## src/rtl/frame_accumulator.sv

```systemverilog
// Per-frame element-wise vector accumulator.
// Emits registered lane sums, vector count and sticky overflow at eof.
module frame_accumulator #(
    parameter int N         = 8,
    parameter int WIDTH     = 32,
    parameter int ACC_WIDTH = 40,
    parameter int CNT_WIDTH = 16
) (
    input  logic                          clk_in,
    input  logic                          rst_n_in,
    input  logic                          valid_in,
    input  logic                          eof_in,
    input  logic [N-1:0][WIDTH-1:0]       vector_in,
    output logic                          valid_out,
    output logic [N-1:0][ACC_WIDTH-1:0]   vector_out,
    output logic [CNT_WIDTH-1:0]          count_out,
    output logic                          overflow_out
);

    typedef enum logic {
        IDLE,
        ACCUM
    } state_t;

    localparam logic [CNT_WIDTH-1:0] CNT_MAX = '1;
    localparam int MSB = ACC_WIDTH - 1;

    state_t                        r_state;
    state_t                        w_state_nxt;
    logic [N-1:0][ACC_WIDTH-1:0]   r_acc;
    logic [CNT_WIDTH-1:0]          r_cnt;
    logic                          r_ovf;
    logic                          r_valid_out;
    logic [N-1:0][ACC_WIDTH-1:0]   r_vec_out;
    logic [CNT_WIDTH-1:0]          r_cnt_out;
    logic                          r_ovf_out;

    logic                          w_accum;
    logic [N-1:0][ACC_WIDTH-1:0]   w_base;
    logic [N-1:0][ACC_WIDTH-1:0]   w_ext;
    logic [N-1:0][ACC_WIDTH-1:0]   w_sum;
    logic [N-1:0]                  w_lane_ovf;
    logic [CNT_WIDTH-1:0]          w_cnt_base;
    logic [CNT_WIDTH-1:0]          w_cnt_sum;
    logic                          w_cnt_sat;
    logic                          w_ovf_sum;

    assign w_accum = (r_state == ACCUM);

    // In IDLE the accumulator is treated as zero so a new frame starts clean
    for (genvar i = 0; i < N; i++) begin : g_lane
        assign w_base[i] = w_accum ? r_acc[i] : '0;
        assign w_ext[i]  = ACC_WIDTH'($signed(vector_in[i]));
        assign w_sum[i]  = w_base[i] + w_ext[i];
        assign w_lane_ovf[i] = (w_base[i][MSB] == w_ext[i][MSB]) &&
                               (w_sum[i][MSB] != w_base[i][MSB]);
    end

    assign w_cnt_base = w_accum ? r_cnt : '0;
    assign w_cnt_sat  = (w_cnt_base == CNT_MAX);
    assign w_cnt_sum  = w_cnt_sat ? CNT_MAX : w_cnt_base + 1'b1;
    assign w_ovf_sum  = (w_accum & r_ovf) | (|w_lane_ovf) | w_cnt_sat;

    always_ff @(posedge clk_in) begin
        if (!rst_n_in) begin
            r_state <= IDLE;
        end else begin
            r_state <= w_state_nxt;
        end
    end

    always_comb begin
        w_state_nxt = r_state;
        unique case (r_state)
            IDLE: begin
                if (valid_in && !eof_in) begin
                    w_state_nxt = ACCUM;
                end
            end
            ACCUM: begin
                if (valid_in && eof_in) begin
                    w_state_nxt = IDLE;
                end
            end
            default: w_state_nxt = IDLE;
        endcase
    end

    always_ff @(posedge clk_in) begin
        if (!rst_n_in) begin
            r_acc       <= '0;
            r_cnt       <= '0;
            r_ovf       <= 1'b0;
            r_valid_out <= 1'b0;
            r_vec_out   <= '0;
            r_cnt_out   <= '0;
            r_ovf_out   <= 1'b0;
        end else begin
            r_valid_out <= 1'b0;
            if (valid_in) begin
                if (eof_in) begin
                    r_valid_out <= 1'b1;
                    r_vec_out   <= w_sum;
                    r_cnt_out   <= w_cnt_sum;
                    r_ovf_out   <= w_ovf_sum;
                    r_acc       <= '0;
                    r_cnt       <= '0;
                    r_ovf       <= 1'b0;
                end else begin
                    r_acc <= w_sum;
                    r_cnt <= w_cnt_sum;
                    r_ovf <= w_ovf_sum;
                end
            end
        end
    end

    assign valid_out    = r_valid_out;
    assign vector_out   = r_vec_out;
    assign count_out    = r_cnt_out;
    assign overflow_out = r_ovf_out;

endmodule

```

## config.mk

```make
export PLATFORM = sky130hd
export DESIGN_NAME = frame_accumulator
export DESIGN_NICKNAME = d
export VERILOG_FILES = /design/src/rtl/frame_accumulator.sv
export SDC_FILE = /design/constraint.sdc
export NUM_CORES = 2
export LEC_CHECK = 0
export CORE_ASPECT_RATIO = 1.1
export CORE_UTILIZATION = 38
export DETAILED_ROUTE_END_ITERATION = 10
export PLACE_DENSITY_LB_ADDON = 0.25
export SETUP_SLACK_MARGIN = 0.2
export SYNTH_ARGS = -nofsm -noshare
export SYNTH_HDL_FRONTEND = slang
export SYNTH_SLANG_ARGS = --single-unit
```

## constraint.sdc

```tcl
create_clock -name clk_in -period 5 [get_ports clk_in]
set_input_delay 1.5 -clock clk_in [delete_from_list [all_inputs] [get_ports clk_in]]
set_output_delay 1.5 -clock clk_in [all_outputs]
set_load 0.03 [all_outputs]
```

-- Word-level counts from Yosys, hierarchy flattened
Index checks and enable logic that the tools add are counted.
- add/sub/neg operators: 9
- eq/ne operators: 17
- mux-type cells: 17
- bitwise logic cells: 4
- reduce and logical (&&, ||, !) cells: 14
- operator list (kind ; count):
    adder 40 bit ; 8
    2-to-1 mux 320 bit ; 1
    2-to-1 mux 40 bit ; 8
    2-to-1 mux 16 bit ; 3
    adder 16 x 1 -> 16 bit, second input constant ; 1
    equality test 16 bit, second input constant ; 1
    logical AND 1 bit ; 10
    equality test 1 bit ; 8
    inequality test 1 bit ; 8
    OR reduction 8 bit ; 1
    2-to-1 mux 1 bit ; 4
    AND reduction 2 bit ; 2
    OR 1 bit ; 2
    case mux 1 bit (2 select lines) ; 1
    bitwise AND 1 bit ; 1
    logical NOT 1 bit ; 1
    NOT 1 bit ; 1
- flip-flop bits (word level): 676

-- Logic depth before layout (Yosys ltp)
- depth after elaboration: 8
- gate-level depth with buffers: 19

-- Worst setup path before layout
Ideal clock, no wire load.
- kind: reg2reg
- start point: reg with a tool-made name
- end point: reg r_ovf
- setup time: 0.117 ns
- arrival: 4.371 ns
- required time: 4.883 ns
- setup slack: 0.513 ns
- stages on the path, launching flop included: 20
- path buffers: 6
- clock period less this slack: 4.487 ns
- cell sequence: dfxtp_1 clkbuf_1 clkbuf_1 buf_1 clkbuf_1 clkbuf_1 and2_1 ha_1 clkbuf_1 a21oi_1 o21ai_0 a211oi_1 o21bai_1 a221oi_1 mux2_2 a2111oi_2 nand3_1 nor3_1 nand4_1 a22o_1
- RTL lines (item ; RTL line ; RTL):
    end signal, assigned ; 112 ; r_ovf <= w_ovf_sum;
    end, declared ; 32 ; logic r_ovf;

-- Worst setup path in the final report
- start point: in vector_in[0] (netlist bit)
- end point: reg r_acc[36] (netlist bit)
- word-level cells in the longest chain between the ends: 2
- ends and longest elaborated chain (item ; RTL line ; RTL):
    start, declared ; 13 ; input logic [N-1:0][WIDTH-1:0] vector_in,
    adder 40 bit ; 54 ; assign w_sum[i] = w_base[i] + w_ext[i];
    2-to-1 mux 320 bit ; 101 ; if (eof_in) begin
    end signal, assigned ; 110 ; r_acc <= w_sum;
    end, declared ; 30 ; logic [N-1:0][ACC_WIDTH-1:0] r_acc;
Every way passes these cells.
A chain may end at the register's enable or synchronous reset.

==> Implementation_results.wiki <==
{| class="wikitable"
! Metric !! Value
|-
| Result of the run || finished clean
|-
| Final Max Slew Viols || 0
|-
| Static Leakage || 22.0 nW
|-
| Violation count after the first detailed-route iteration || 2077
|-
| Portion of the post-synthesis area used by sequential elements || 34.1%
|-
| Global-route total usage across every layer || 25.5%
|-
| Distinct cells, synth || 82
|-
| Total Neg Setup Slack || 0 ns
|-
| Initial standard-cell utilization of the core || 38.6%
|-
| DR vias || 36900
|-
| Number of buffers added by the clock tree synthesis step || 80
|-
| Fraction of the cycle the final worst path needs || 91.5%
|-
| Arrival time at the worst endpoint || 5.06 ns
|-
| R2R cell count || 16
|-
| Final Hold Slack || 0.444 ns
|-
| Clock slew at the register clock pins of the worst setup and hold paths || 0.06 ns
|-
| Vias/cell || 5.44
|-
| Total standard cell area after synthesis || 0.0397 mm²
|-
| Final-report hold violation count || 0
|-
| CTS Hold Bufs || 0
|-
| Post-cts resize count || 0
|-
| Worst-Skew Late Latency || 0.65 ns
|-
| Commonest register cell after synthesis || dfxtp_1
|-
| Instance count along the most critical hold path || 2
|-
| Number of buffer cells added on primary ports || 597
|-
| Worst Setup Slack post-DPL || -0.240 ns
|-
| FP Rows || 123
|-
| Critical path capture point type || flip-flop
|-
| Power Dens Cells || 281 mW/mm²
|-
| Required time of the critical path || 5.49 ns
|-
| Clock tree skew after final layout || 0.0200 ns
|-
| Number of enable flip-flop cells after synthesis || 0
|-
| Core Footprint || 0.103 mm²
|-
| Worst min path class || reg2reg
|-
| Area overhead of the layout relative to synthesis || 29.6%
|-
| Number of antenna violations at the first check in global routing || 17
|-
| Minimum setup slack among reg-to-reg paths || 0.68 ns
|-
| I/O pin cnt || 598
|-
| Final setup viols || 0
|-
| Total Routed Length || 138000 µm
|-
| Clock tree from TritonCTS || yes
|-
| Total nets after synthesis || 5219
|-
| Largest buffer count on any clock path || 3
|-
| Total of max-cap violations || 0
|-
| CP max FO || 3
|-
| Slew margin rel. || 35.8%
|-
| Number of flip-flops and latches in the synthesized netlist || 676
|-
| Net count of the finished layout || 5914
|-
| Count of unresolved DRC violations after routing || 0
|-
| Critical path class || in2reg
|-
| Via count of the first global-routing pass || 36600
|-
| Count of antenna-violating nets left after detailed routing || 0
|-
| Worst-Margin Slew || 0.959 ns
|-
| Final HPWL from detailed placement || 99900 µm
|-
| Die Footprint || 0.106 mm²
|-
| Max IR drop VDD || 0.256 mV
|-
| Proportion of netlist area held by the largest area contributor || 34.1%
|-
| Power after layout || 14.4 mW
|-
| Setup repair after global routing missed its margin || false
|-
| Chip width || 310 µm
|-
| Post-synth top area cell || dfxtp_1
|-
| Leading cell types by total area after synthesis || dfxtp_1 34%, ha_1 9.9%, a22o_1 6.8%
|-
| Setup bufs post-CTS || 0
|-
| Leftover overflow at the end of global routing || 0
|-
| Synth Instances || 4638
|-
| Detailed-routing iteration count for the pre-antenna-repair pass || 5
|-
| Maximum number of pins on one net before global-route repair || 117
|-
| Timing-limited maximum frequency || 219 MHz
|-
| Synthesis warning total || 0
|-
| Library cell used as clock root buffer || clkbuf_16
|-
| Htree depth || 3
|-
| End of the worst hold path || r_acc[276]$_SDFFE_PN0P_
|-
| Capturing point of the worst reg2reg path || r_acc[157]$_SDFFE_PN0P_
|-
| Minimum clock period after layout || 4.58 ns
|-
| Fraction of registers with async set/reset || 0%
|-
| Final weighted congestion in routability-driven placement || 0.931
|-
| Start point of the worst min-delay path || r_acc[276]$_SDFFE_PN0P_
|-
| Avg Synthesized Cell Area || 8.56 µm²
|-
| Placed Cells incl. Taps || 6626
|-
| Vertical die dimension || 341 µm
|-
| CP Launch Type || input port
|-
| Wire length of the first global-routing pass || 212000 µm
|-
| Final worst slack || 0.425 ns
|-
| Number of sinks handled by clock tree synthesis || 676
|-
| Layout cell share with drive strength beyond 1 || 8.28%
|-
| Final standard cell count with taps included and fillers excluded || 6780
|-
| WL/cell || 20.4 µm
|}
cell families after synthesis:
kind of cell	synth area share, %
mux	0.0788
compound gates	27.2
flops	34.1
xor+xnor	6.69
simple gates	18.6
fa+ha+maj	10.3
buf+inv	3.05
layer usage:
layer	GRT usage [%]	wire length (µm)	up-vias	share of wire, %
met4	9.90	4670	10	3.4
met3	5.42	8350	211	6.0
met1	30.9	59300	17700	43
li1	-	-	18200	-
met5	0	69	-	0.050
met2	43.7	66000	866	48
cell type report:
type,instances,area (µm²)
fillers,9858,51500
multi-input cells,3640,25000
flip-flops and latches,676,13500
repair buffers,861,8120
clock buffers,111,2300
well taps,1375,1720
clock inverters,35,418
inverters,74,293
diodes,8,20.0
placed cells by master (no fill, tap or decap), types with 48 or more instances in the layout:
| master | count |
|---|---|
| a21o_1 | 162 |
| a21oi_1 | 382 |
| a22o_1 | 306 |
| a22oi_1 | 123 |
| and2_1 | 330 |
| buf_4 | 250 |
| clkbuf_16 | 83 |
| clkdlybuf4s50_1 | 594 |
| dfxtp_1 | 675 |
| ha_1 | 313 |
| inv_1 | 72 |
| nand2_1 | 348 |
| nand3_1 | 69 |
| nor2_1 | 245 |
| nor2b_1 | 240 |
| o21ai_0 | 267 |
| o21bai_1 | 48 |
| xnor2_1 | 192 |
| xor2_1 | 111 |
flip-flops by register name, summed over array words and instances, names as in the netlist, named ones only:
| signal | count |
|---|---|
| r_acc | 320 |
| r_ovf | 1 |
| count_out | 16 |
| r_cnt | 16 |
| valid_out | 1 |
| vector_out | 320 |
| overflow_out | 1 |
power by group:
group          switching, mW  internal [mW]
clock network           2.49           3.64
logic                   1.46           1.07
registers              0.144           5.64
worst max path at each step:
stage                   startpoint  cells past startpoint                       to
global route        vector_in[192]                     15  r_acc[276]$_SDFFE_PN0P_
global placement      vector_in[0]                     14   r_acc[36]$_SDFFE_PN0P_
CTS                   vector_in[0]                     14   r_acc[36]$_SDFFE_PN0P_
finish                vector_in[0]                     14   r_acc[36]$_SDFFE_PN0P_
detailed placement    vector_in[0]                     14   r_acc[36]$_SDFFE_PN0P_
floorplan                flip-flop                     19       r_ovf$_SDFFE_PN0P_
synth_stat cells (33+ instances only):
| master | count |
|---|---|
| a21o_1 | 162 |
| a21oi_1 | 382 |
| a22o_1 | 306 |
| a22oi_1 | 123 |
| and2_1 | 331 |
| clkbuf_1 | 244 |
| dfxtp_1 | 676 |
| ha_1 | 313 |
| inv_1 | 72 |
| nand2_1 | 349 |
| nand2b_1 | 42 |
| nand3_1 | 70 |
| nand4_1 | 33 |
| nor2_1 | 246 |
| nor2b_1 | 241 |
| nor3_1 | 40 |
| o21a_1 | 36 |
| o21ai_0 | 267 |
| o21bai_1 | 48 |
| xnor2_1 | 192 |
| xor2_1 | 111 |
stage by stage:
| stage | utilization (%) | area, µm² |
|---|---|---|
| floorplan | - | 39700 |
| global placement | 47.3 | 48700 |
| detailed placement | 47.3 | 48700 |
| CTS | 49.9 | 51400 |
| global route | 49.9 | 51400 |
| finish | 49.9 | 51400 |
worst max-delay path: stages:
cell,delay [ns]
clkdlybuf4s50_1,0.43
ha_1,0.24
fa_1,0.44
a21oi_1,0.21
o211a_1,0.23
o31ai_1,0.11
a211oi_2,0.29
o21ai_1,0.12
a41o_1,0.26
and4_1,0.25
or4_1,0.48
a31oi_1,0.21
xor2_1,0.19
o21ai_0,0.09
No activity file was read; power rests on OpenSTA's default activity.
